$ cat src/rtl/regfile_pkg.sv
// Shared types and constants for the register-file writeback arbiter slice.
package regfile_pkg;

  localparam int unsigned REG_ADDR_W = 5;
  localparam int unsigned NREG       = 32;
  localparam int unsigned DATA_W     = 32;
  localparam logic [REG_ADDR_W-1:0] REG_ZERO = 5'd0;

  // Identifies which writeback requester won the most recent grant.
  typedef enum logic {
    PORT_A = 1'b0,
    PORT_B = 1'b1
  } port_e;

  typedef struct packed {
    logic                  valid;
    logic [REG_ADDR_W-1:0] rd;
    logic [DATA_W-1:0]     data;
  } wb_req_t;

endpackage

$ cat src/rtl/regfile_scoreboard.sv
// Pending-write scoreboard: set at issue, cleared at commit, set wins on collision.
module regfile_scoreboard
  import regfile_pkg::*;
#(
  parameter int unsigned NUM_REGS = 32
) (
  input  logic                  clock,
  input  logic                  reset,
  input  logic                  set_en,
  input  logic [REG_ADDR_W-1:0] set_rd,
  input  logic                  clr_en,
  input  logic [REG_ADDR_W-1:0] clr_rd,
  input  logic [REG_ADDR_W-1:0] rs1,
  input  logic [REG_ADDR_W-1:0] rs2,
  output logic                  busy1,
  output logic                  busy2
);

  logic [NUM_REGS-1:0] pending;
  logic [NUM_REGS-1:0] pending_nxt;

  always_ff @(posedge clock or negedge reset) begin
    if (!reset) begin
      pending <= '0;
    end else begin
      pending <= pending_nxt;
    end
  end

  // Clear first so a same-edge set for a newer producer overrides it.
  always_comb begin
    pending_nxt = pending;
    if (clr_en) begin
      pending_nxt[clr_rd] = 1'b0;
    end
    if (set_en && (set_rd != REG_ZERO)) begin
      pending_nxt[set_rd] = 1'b1;
    end
    pending_nxt[0] = 1'b0;
  end

  assign busy1 = pending[rs1];
  assign busy2 = pending[rs2];

endmodule

$ cat src/rtl/regfile_wb_arbiter.sv
// Round-robin arbiter sharing the register file write port between ALU (A) and memory (B).
// Optional same-cycle bypass of the committing write is enabled by REGFILE_WB_BYPASS_EN.
module regfile_wb_arbiter
  import regfile_pkg::*;
#(
  parameter int unsigned W    = 32,
  parameter int unsigned NREG = 32
) (
  input  logic                  clock,
  input  logic                  reset,
  input  logic                  a_valid,
  output logic                  a_ready,
  input  logic [REG_ADDR_W-1:0] a_rd,
  input  logic [W-1:0]          a_data,
  input  logic                  b_valid,
  output logic                  b_ready,
  input  logic [REG_ADDR_W-1:0] b_rd,
  input  logic [W-1:0]          b_data,
  output logic                  regwrite,
  output logic [REG_ADDR_W-1:0] wr_out,
  output logic [W-1:0]          write_data_out,
  input  logic                  issue_valid,
  input  logic [REG_ADDR_W-1:0] issue_rd,
  input  logic [REG_ADDR_W-1:0] rs1_in,
  input  logic [REG_ADDR_W-1:0] rs2_in,
  output logic                  busy1_out,
  output logic                  busy2_out,
  output logic                  fwd1_valid,
  output logic                  fwd2_valid,
  output logic [W-1:0]          fwd1_data,
  output logic [W-1:0]          fwd2_data
);

  port_e   last_grant;
  port_e   last_grant_nxt;
  logic    grant_a;
  logic    grant_b;
  wb_req_t req_a;
  wb_req_t req_b;
  wb_req_t win;
  logic    sb_busy1;
  logic    sb_busy2;

  always_comb begin
    req_a.valid = a_valid;
    req_a.rd    = a_rd;
    req_a.data  = DATA_W'(a_data);
    req_b.valid = b_valid;
    req_b.rd    = b_rd;
    req_b.data  = DATA_W'(b_data);
  end

  always_ff @(posedge clock or negedge reset) begin
    if (!reset) begin
      last_grant <= PORT_B;
    end else begin
      last_grant <= last_grant_nxt;
    end
  end

  // A wins when alone or when B was served last; B wins otherwise.
  always_comb begin
    grant_a        = 1'b0;
    grant_b        = 1'b0;
    last_grant_nxt = last_grant;
    if (req_a.valid && (!req_b.valid || (last_grant == PORT_B))) begin
      grant_a = 1'b1;
    end else if (req_b.valid) begin
      grant_b = 1'b1;
    end
    if (grant_a) begin
      last_grant_nxt = PORT_A;
    end else if (grant_b) begin
      last_grant_nxt = PORT_B;
    end
  end

  assign a_ready = grant_a;
  assign b_ready = grant_b;
  assign win     = grant_a ? req_a : req_b;

  // Registered write port; r0 writes are accepted but never enabled.
  always_ff @(posedge clock or negedge reset) begin
    if (!reset) begin
      regwrite       <= 1'b0;
      wr_out         <= REG_ZERO;
      write_data_out <= '0;
    end else if (grant_a || grant_b) begin
      regwrite       <= win.valid && (win.rd != REG_ZERO);
      wr_out         <= win.rd;
      write_data_out <= W'(win.data);
    end else begin
      regwrite       <= 1'b0;
    end
  end

  regfile_scoreboard #(
    .NUM_REGS(NREG)
  ) u_scoreboard (
    .clock (clock),
    .reset (reset),
    .set_en(issue_valid),
    .set_rd(issue_rd),
    .clr_en(regwrite),
    .clr_rd(wr_out),
    .rs1   (rs1_in),
    .rs2   (rs2_in),
    .busy1 (sb_busy1),
    .busy2 (sb_busy2)
  );

`ifdef REGFILE_WB_BYPASS_EN
  always_comb begin
    fwd1_valid = regwrite && (wr_out == rs1_in) && (rs1_in != REG_ZERO);
    fwd2_valid = regwrite && (wr_out == rs2_in) && (rs2_in != REG_ZERO);
    fwd1_data  = write_data_out;
    fwd2_data  = write_data_out;
    busy1_out  = sb_busy1 && !fwd1_valid;
    busy2_out  = sb_busy2 && !fwd2_valid;
  end
`else
  always_comb begin
    fwd1_valid = 1'b0;
    fwd2_valid = 1'b0;
    fwd1_data  = '0;
    fwd2_data  = '0;
    busy1_out  = sb_busy1;
    busy2_out  = sb_busy2;
  end
`endif

endmodule

$ cat config.mk
export PLATFORM = sky130hd
export DESIGN_NAME = regfile_wb_arbiter
export DESIGN_NICKNAME = d
export VERILOG_FILES = /design/src/rtl/regfile_pkg.sv /design/src/rtl/regfile_scoreboard.sv /design/src/rtl/regfile_wb_arbiter.sv
export SDC_FILE = /design/constraint.sdc
export NUM_CORES = 1
export LEC_CHECK = 0
export ABC_AREA = 1
export CORE_MARGIN = 4
export CORE_UTILIZATION = 25
export DETAILED_ROUTE_END_ITERATION = 10
export PLACE_DENSITY = 0.51
export SLEW_MARGIN = 20
export SYNTH_ARGS = -nofsm -noshare
export SYNTH_HDL_FRONTEND = slang
export SYNTH_HIERARCHICAL = 1
export SYNTH_SLANG_ARGS = --single-unit
$ cat constraint.sdc
create_clock -name clock -period 1.77 [get_ports clock]
set_input_delay 0.2655 -clock clock [delete_from_list [all_inputs] [get_ports clock]]
set_output_delay 0.2655 -clock clock [all_outputs]
set_load 0.05 [all_outputs]
# Yosys cells after proc, flatten, opt, wreduce, memory -nomap -nowiden
# Cells that the tools add are included.
totals:
  register_bits: 70
  in_bits: 94
  out_inout_bits: 108
  word_cells: 42
op_classes:
  order_cmp: 6
  n_mux: 17
  bitwise: 3
  reduce_logical: 11
ops:
  columns: ["operator", "count"]
  rows:
  - ["$mux W32", 2]
  - ["$mux W38", 1]
  - ["$and A32 B32 Y32", 1]
  - ["$not A32 Y32", 1]
  - ["$or A32 B32 Y32", 1]
  - ["$lt A5 B6 Y1 const B", 4]
  - ["$bmux W1 S5", 2]
  - ["$demux W1 S5", 2]
  - ["$ge A5 B1 Y1 const B", 2]
  - ["$mux W1", 10]
  - ["$reduce_bool A5 Y1", 2]
  - ["$logic_and A1 B1 Y1", 5]
  - ["$logic_or A1 B1 Y1", 2]
  - ["$reduce_bool A2 Y1", 1]
  - ["$logic_not A1 Y1", 1]

# Depth between registers and ports, before layout
# Gate-level depths: netlist of run 1.
depth:
  ltp_word: 9
  mapped_depth: 11
  depth_no_buf: 9

# Hierarchy
# The synthesis of run 1 kept the hierarchy.
modules_own_cells:
  columns: ["mod", "instances", "cells_per_inst", "area_per_inst_um2", "seq_area_each_um2"]
  rows:
  - ["regfile_wb_arbiter", 1, 287, 2312.2, 977.2]
  - ["regfile_scoreboard", 1, 283, 1971.9, 775.7]

# Worst setup path after synthesis of run 1
# Ideal clock, no wire load.
synth_timing:
  path_kind: "input -> output"
  startpoint: "input port rs2_in[0]"
  endpoint: "output port busy2_out"
  arrival_time_ns: 1.236
  t_required_ns: 1.505
  setup_slack_ns: 0.269
  cell_stages: 11
  n_path_buf: 2
  cell_sequence: "buf_6 > inv_6 > buf_8 > nand2_1 > nand3_1 > nand3_1 > nand2_1 > nand2_1 > nand2_1 > nand2_1 > nand2_1"
synth_between:
  elab_chain_len: 2
synth_lines:
  columns: ["element", "line_no", "rtl"]
  rows:
  - ["from (decl)", "regfile_wb_arbiter.sv:25", "input logic [REG_ADDR_W-1:0] rs2_in,"]
  - ["$bmux W1 S5", "regfile_scoreboard.sv:43", "assign busy2 = pending[rs2];"]
  - ["$mux W1 (not written as such)", "regfile_scoreboard.sv:43", null]
  - ["to (decl)", "regfile_wb_arbiter.sv:27", "output logic busy2_out,"]
# No other way between the ends. The select of a mux whose other input is x is not followed.

# Worst setup path after layout of run 1
layout_timing:
  startpoint: "register u_scoreboard.pending[31]"
  endpoint: "output port busy2_out"
layout_between:
  elab_chain_len: 2
layout_lines:
  columns: ["element", "line_no", "rtl"]
  rows:
  - ["from (decl)", "regfile_scoreboard.sv:19", "logic [NUM_REGS-1:0] pending;"]
  - ["from (signal assigned)", "regfile_scoreboard.sv:26", "pending <= pending_nxt;"]
  - ["$bmux W1 S5", "regfile_scoreboard.sv:43", null]
  - ["$mux W1 (not written as such)", "regfile_scoreboard.sv:43", null]
# No other way between the ends. The select of a mux whose other input is x is not followed.

==> results of run 1 <==
-- power by group through the flow --
stage,logic [µW],clock network [µW],registers [µW]
floorplan,1490,0,2880
global placement,2650,0,2570
detailed placement,2670,0,2580
CTS,2720,2320,2560
global route,3050,2390,2640
finish,2790,2260,2590
-- state kept, by name (all words and copies together) (netlist names) --
register              count
write_data_out           32
u_scoreboard/pending     31
wr_out                    5
last_grant                1
regwrite                  1
-- synthesized netlist by cell type, types with 3 or more instances --
cell     count  share of area
buf_2        3         0.0035
o21ai_0     13          0.015
o21ai_2      5          0.010
inv_1       25          0.022
nand3_1    109           0.13
o21ai_1     52          0.061
nand2_1    183           0.16
dfrtp_1     69           0.40
buf_4       71           0.12
nand2_2     11          0.016
inv_2        9         0.0079
buf_6        8          0.021
-- stage by stage --
stage,std cells,setup slack [ns]
floorplan,635,0.269
global placement,924,-0.242
detailed placement,924,-0.250
CTS,945,0.00638
global route,948,-0.0708
finish,948,0.0293
-- worst max-delay path: cells and delay by family, from the launching register on --
| family | cells | cell delay, ns |
|---|---|---|
| buffers and inverters | 1 | 0.15 |
| and+or+nand+nor | 8 | 0.57 |
| DFF | 1 | 0.43 |
-- layout make-up --
type	instances	area (µm²)	share of cell area
multi-input cells	444	1990	0.323
flip-flops and latches	70	1750	0.284
repair buffers	161	1620	0.262
clock inverters	5	129	0.0209
well taps	220	275	0.0447
inverters	37	156	0.0254
clock buffers	11	243	0.0394
-- cells in the final DEF (no fill, tap or decap), types with 2 or more instances in the layout --
master / count
nand2_1: 181
nand3_1: 103
clkdlybuf4s50_1: 86
dfrtp_1: 69
conb_1: 66
buf_4: 53
o21ai_1: 52
inv_1: 18
inv_2: 15
nand2_2: 13
o21ai_0: 13
clkbuf_16: 9
buf_12: 8
nand3_2: 6
o21ai_2: 5
bufinv_16: 4
bufbuf_16: 3
buf_2: 3
dlygate4sd2_1: 3
nand2_4: 2
inv_4: 2
nor2_1: 2
inv_6: 2
dlymetal6s2s_1: 2
buf_6: 2
-- metal layers --
metal / global-route usage / vias up / routed length [µm]
met5: 0 / - / 0
met4: 0.0458 / 0 / 146
met3: 0.0600 / 13 / 1580
met2: 0.227 / 201 / 6510
met1: 0.172 / 1918 / 5580
li1: - / 2030 / -
-- what timing repair did --
item	in CTS	in global routing
gates cloned	3	0
setup buffers	1	3
setup endpoints to repair	3	4
hold buffers	1	0
pin swaps	0	18
endpoints found under the hold margin	69	0
resized for setup	15	18
-- cells by family after synthesis --
logic type / Yosys count / synth area share
compound gates: 70 / 0.0862
other cells: 1 / 0.000875
buf+inv: 121 / 0.191
flops: 70 / 0.409
simple gates: 308 / 0.313
-- path summary, 6_finish.rpt --
path / cells after the start / slack [ns] / from / endpoint
worst max-delay path: 9 / 0.03 / u_scoreboard/pending[31]$_DFF_PN0_ / busy2_out
worst min-delay path: 2 / 0.48 / write_data_out[20]$_DFFE_PN0P_ / write_data_out[20]$_DFFE_PN0P_
worst max register to register: 8 / 0.23 / last_grant$_DFFE_PN1P_ / wr_out[0]$_DFFE_PN0P_
worst min register to register: 2 / 0.48 / write_data_out[20]$_DFFE_PN0P_ / write_data_out[20]$_DFFE_PN0P_
max in group asynchronous: 3 / 0.94 / reset / last_grant$_DFFE_PN1P_
min in group asynchronous: 3 / 0.49 / reset / write_data_out[8]$_DFFE_PN0P_
==> metrics.md, run 1 <==
| Metric | Value |
|---|---|
| MaxCap Viol Count | 0 |
| Die height | 139 µm |
| Final WL | 13800 µm |
| Fin area | 6160 µm² |
| CP Data Required Time | 1.50 ns |
| Comb pwr share | 0.365 |
| CORE AREA | 16700 µm² |
| Number of DRC markers in iteration 0 | 140 |
| Antenna cell count | 0 |
| Register area share after synthesis | 0.409 |
| Htree depth | 3 |
| Fin crit share | 0.983 |
| Share of cells above drive strength 1 | 0.179 |
| Slowest CP cell | dfrtp_1 |
| Post-Synthesis Cells | 570 |
| Switching share of total power | 0.390 |
| Critical-path maximum fanout | 3 |
| WHS | 0.476 ns |
| Cell Rows | 47 |
| Run status | finished, final reports clean |
| Internal | 4660 µW |
| Final nets | 817 |
| Bufs on Longest Clock Path | 2 |
| Full die area | 19300 µm² |
| Post-layout min period | 1.74 ns |
| Final hold vios | 0 |
| Number of routed nets with antenna violations | 0 |
| Max frequency | 0.574 GHz |
| Initial Utilization | 0.257 |
| Die W | 139 µm |
| Type of the tightest min-delay check | reg -> reg |
| Net Sw Power | 2980 µW |
| Syn_area_per_cell | 7.52 µm² |
| Crit path kind | reg -> out |
| Netlist cell types | 20 |
| Max incr delay on CP | 0.43 ns |
| Yosys reg bits | 70 |
| Setup Skew | 0.00398 ns |
| Root Buffer | clkbuf_16 |
| Ys flop type | dfrtp_1 |
| Tot GR Track Use | 0.141 |
| Initial antenna violation count | 0 |
| Post-DR wirelength/cell | 14.6 µm |
| TritonCTS sink count | 70 |
| Largest net degree at the start of global routing | 71 |
| Via count | 4162 |
| Max-slew violations | 0 |
| Finished Core Util | 0.369 |
| Final setup violation count | 0 |
| Leakage | 0.00296 µW |
| Power Dens Cells | 1240 nW/µm² |
| CP arrival | 1.48 ns |
| GPL Wtd Cong | 0.864 |
| GR Overflow Total | 0 |
| Clock network fraction of design power | 0.296 |
| Via density | 4.39 |
| Clk_lat worst skew | 0.33 ns |
| TritonRoute pass-1 iters | 5 |
| Fillers | 1736 |
| Worst-margin pin slew | 0.514 ns |
| EDFF count, synth | 0 |
| Sequential power share | 0.339 |
| Worst setup SP type | register |
| # port buffers | 135 |
| Unrepaired setup endpoints after global routing | yes |
| First-pass GRT wire length | 22400 µm |
| Async SR Flop Fraction | 1.00 |
| Worst rel slew slack | 0.657 |
| Fin Setup TNS | 0 ns |
| CTS tree | done |
| CTS clk-pin slew, worst paths | 0.06 ns |
| Final Power | 7640 µW |
| Synth Cell Area | 4280 µm² |
| Post-DP HPWL | 10500 µm |
| Crit path capture type | primary output |
| # DRC | 0 |
| Vias in the first global route | 4361 |
| Placed cell areas | 5610 µm² |
| # IOs | 202 |
| Num CTS Buffers | 9 |
| Maximum vdd drop | 0.507 mV |
| Synthesis warning total | 6 |
| Cell Chain, Critical Path | nand2_1 > nand3_1 > nand3_1 > nand2_1 > nand2_1 > nand2_1 > nand2_1 > nand2_2 > buf_12 |
| Layout area overhead | 43.8% |
| Most used cell, CP | nand2_1 |
Power figures use the tool's default switching activity.
==> inputs of run 2 (changes only) <==
--- a/config.mk
+++ b/config.mk
@@ -7,11 +7,10 @@
 export LEC_CHECK = 0
 export ABC_AREA = 1
 export CORE_MARGIN = 4
-export CORE_UTILIZATION = 25
+export CORE_UTILIZATION = 30
 export DETAILED_ROUTE_END_ITERATION = 10
-export PLACE_DENSITY = 0.51
+export PLACE_DENSITY = 0.6
 export SLEW_MARGIN = 20
 export SYNTH_ARGS = -nofsm -noshare
 export SYNTH_HDL_FRONTEND = slang
-export SYNTH_HIERARCHICAL = 1
 export SYNTH_SLANG_ARGS = --single-unit
==> metrics.md, run 2 <==
| Metric | Value |
|---|---|
| WHS | 0.489 ns |
| Post-Synthesis Cells | 566 |
| Cell class contributing the biggest share of worst-path delay | simple AND/OR/NAND/NOR gates |
| Run status | finished, final reports clean |
| Clk_lat worst skew | 0.33 ns |
| Antenna cell count | 0 |
| Largest net degree at the start of global routing | 39 |
| Via density | 4.57 |
| Power Dens Cells | 1130 nW/µm² |
| # port buffers | 135 |
| GR Overflow Total | 0 |
| # DRC | 0 |
| Worst setup SP type | register |
| Fin Setup TNS | 0 ns |
| Synth top area share | 0.413 |
| Num CTS Buffers | 9 |
| TritonCTS sink count | 70 |
| Initial antenna violation count | 0 |
| Ys flop type | dfrtp_1 |
| Max-slew violations | 0 |
| Worst path bufs/invs | 1 |
| Count leader, synth | nand2_1 |
| Syn_area_per_cell | 7.39 µm² |
| # IOs | 202 |
| Post-DR wirelength/cell | 14.4 µm |
| Number of DRC markers in iteration 0 | 251 |
| Die W | 126 µm |
| Setup Skew | 0.00425 ns |
| Slowest CP cell | dfrtp_1 |
| Via count | 4083 |
| Worst setup path endpoint | busy1_out |
| Reg2reg path depth | 7 |
| Critical-path maximum fanout | 3 |
| Maximum vdd drop | 0.504 mV |
| Synth area leaders | dfrtp_1 41%, nand2_1 17%, nand3_1 13% |
| Leakage | 0.00282 µW |
| First-pass GRT wire length | 20300 µm |
| Fin area | 5830 µm² |
| Crit path capture type | primary output |
| Share of cells above drive strength 1 | 0.130 |
| R2R setup slack | 0.28 ns |
| Register area share after synthesis | 0.419 |
| Post-DP HPWL | 10300 µm |
| Bufs on Longest Clock Path | 2 |
| Crit path kind | reg -> out |
| Cell Chain, Critical Path | nand2_1 > nand3_1 > nand3_1 > nand2_1 > nand2_1 > nand2_1 > nand2_1 > nand2_2 > buf_12 |
| Max FFs per register | 32 |
| Fin crit share | 0.958 |
| Synth area leader | dfrtp_1 |
| Max incr delay on CP | 0.41 ns |
| Tot GR Track Use | 0.157 |
| Final setup violation count | 0 |
| CORE AREA | 13500 µm² |
| CP arrival | 1.43 ns |
| Commonest non-fill, non-tap cell in the layout | nand2_1 |
| CTS tree | done |
| GPL Wtd Cong | 0.883 |
| Async SR Flop Fraction | 1.00 |
| Synthesis warning total | 0 |
| Placed cell areas | 5470 µm² |
| Final WL | 12800 µm |
| Post-layout min period | 1.70 ns |
| Initial Utilization | 0.311 |
| Most frequent cells in the layout | 189 x nand2_1, 106 x nand3_1, 86 x clkdlybuf4s50_1, 69 x dfrtp_1, 68 x o21ai_0 |
| Synth cell count leaders | 191 x nand2_1, 107 x nand3_1, 70 x buf_4 |
| Root Buffer | clkbuf_16 |
| Finished Core Util | 0.433 |
| Max frequency | 0.589 GHz |
| Type of the tightest min-delay check | in -> reg |
| MaxCap Viol Count | 0 |
| Unrepaired setup endpoints after global routing | yes |
| Synth Cell Area | 4180 µm² |
| Number of routed nets with antenna violations | 0 |
| Worst r2r src | last_grant$_DFFE_PN1P_ |
| TritonRoute pass-1 iters | 5 |
| Biggest register | write_data_out |
| Worst reg2reg endpoint | regwrite$_DFF_PN0_ |
| Htree depth | 3 |
| Biggest regs | write_data_out: 32 flops, u_scoreboard.pending: 31 flops, wr_out: 5 flops |
| Die height | 126 µm |
| CP Data Required Time | 1.50 ns |
| CTS clk-pin slew, worst paths | 0.06 ns |
| Cell Rows | 42 |
| Netlist cell types | 16 |
| Final hold vios | 0 |
| EDFF count, synth | 0 |
| Layout area overhead | 39.3% |
| Full die area | 15900 µm² |
| Final nets | 806 |
| Vias in the first global route | 3890 |
| Yosys reg bits | 70 |
| Most used cell, CP | nand2_1 |
| Critical path depth in cells | 9 |
| Critical Path Source | u_scoreboard.pending[24]$_DFF_PN0_ |
run 2: cell count changes after synthesis, moves of 4 or more:
cell	change
o21ai_1	-49
o21ai_2	-4
o21ai_0	+55
nand2_1	+8
nand2_2	-11
inv_1	+4
run 2: cells by family after synthesis:
| group | after synthesis | share of synthesized area |
|---|---|---|
| AOI/OAI and AO/OA | 73 | 0.0909 |
| and+or+nand+nor | 302 | 0.303 |
| other | 1 | 0.000896 |
| buffers and inverters | 120 | 0.186 |
| DFF | 70 | 0.419 |
run 2: worst min-delay path: cells and delay by family:
kind | cells | cell delay [ns]
buffers and inverters | 1 | 0.39
and+or+nand+nor | 2 | 0.11
run 2: final cells by class:
type                    instances  area (µm²)
clock buffers                  12         256
clock inverters                 4        45.0
fillers                      1379        7620
inverters                      35         136
multi-input cells             441        1910
flip-flops and latches         70        1750
well taps                     176         220
repair buffers                155        1510
run 2: worst min-delay path by stage:
stage               start                        endpoint  slack [ns]  cells after the start
2_1_floorplan       reset              regwrite$_DFF_PN0_       -0.03                      0
3_3_place_gp        reset  write_data_out[30]$_DFFE_PN0P_        0.33                      2
3_5_place_dp        reset  write_data_out[26]$_DFFE_PN0P_        0.35                      2
4_1_cts        b_data[28]  write_data_out[28]$_DFFE_PN0P_        0.48                      3
5_1_grt        b_data[12]  write_data_out[12]$_DFFE_PN0P_        0.49                      3
6_report       b_data[28]  write_data_out[28]$_DFFE_PN0P_        0.49                      3
run 2: stage by stage:
stage | setup slack, ns | power (µW) | instances
4_1_cts | 0.0130 | 6620 | 890
3_3_place_gp | -0.169 | 4740 | 873
5_1_grt | -0.0439 | 7030 | 893
3_5_place_dp | -0.213 | 4790 | 873
2_1_floorplan | 0.244 | 4020 | 631
6_report | 0.0736 | 6600 | 893
run 2: repair_timing:
| action | CTS | global route |
|---|---|---|
| setup endpoints to repair | 2 | 3 |
| endpoints found under the hold margin | 9 | 0 |
| setup buffers | 0 | 3 |
| pin swaps | 0 | 11 |
| resized for setup | 11 | 8 |
| hold buffers | 1 | 0 |
run 2: report_power, final:
part	internal (µW)	total [µW]	switching, µW
sequential	2060	2480	414
combinational	807	2320	1510
clock	1160	1800	645
run 2: routing by layer:
metal,part of all wire,global-route usage,vias to the layer above
met2,0.46,0.242,229
li1,-,-,1996
met1,0.41,0.197,1845
met4,0.015,0.0524,0
met3,0.12,0.0703,13
met5,0,0,-
==> inputs of run 3 (changes only) <==
--- a/config.mk
+++ b/config.mk
@@ -6,6 +6,7 @@
 export NUM_CORES = 1
 export LEC_CHECK = 0
 export ABC_AREA = 1
+export CAP_MARGIN = 0
 export CORE_MARGIN = 4
 export CORE_UTILIZATION = 30
 export DETAILED_ROUTE_END_ITERATION = 10
==> results of run 3 <==
Same layout as run 2: the final DEF is identical, and so are final timing and power.
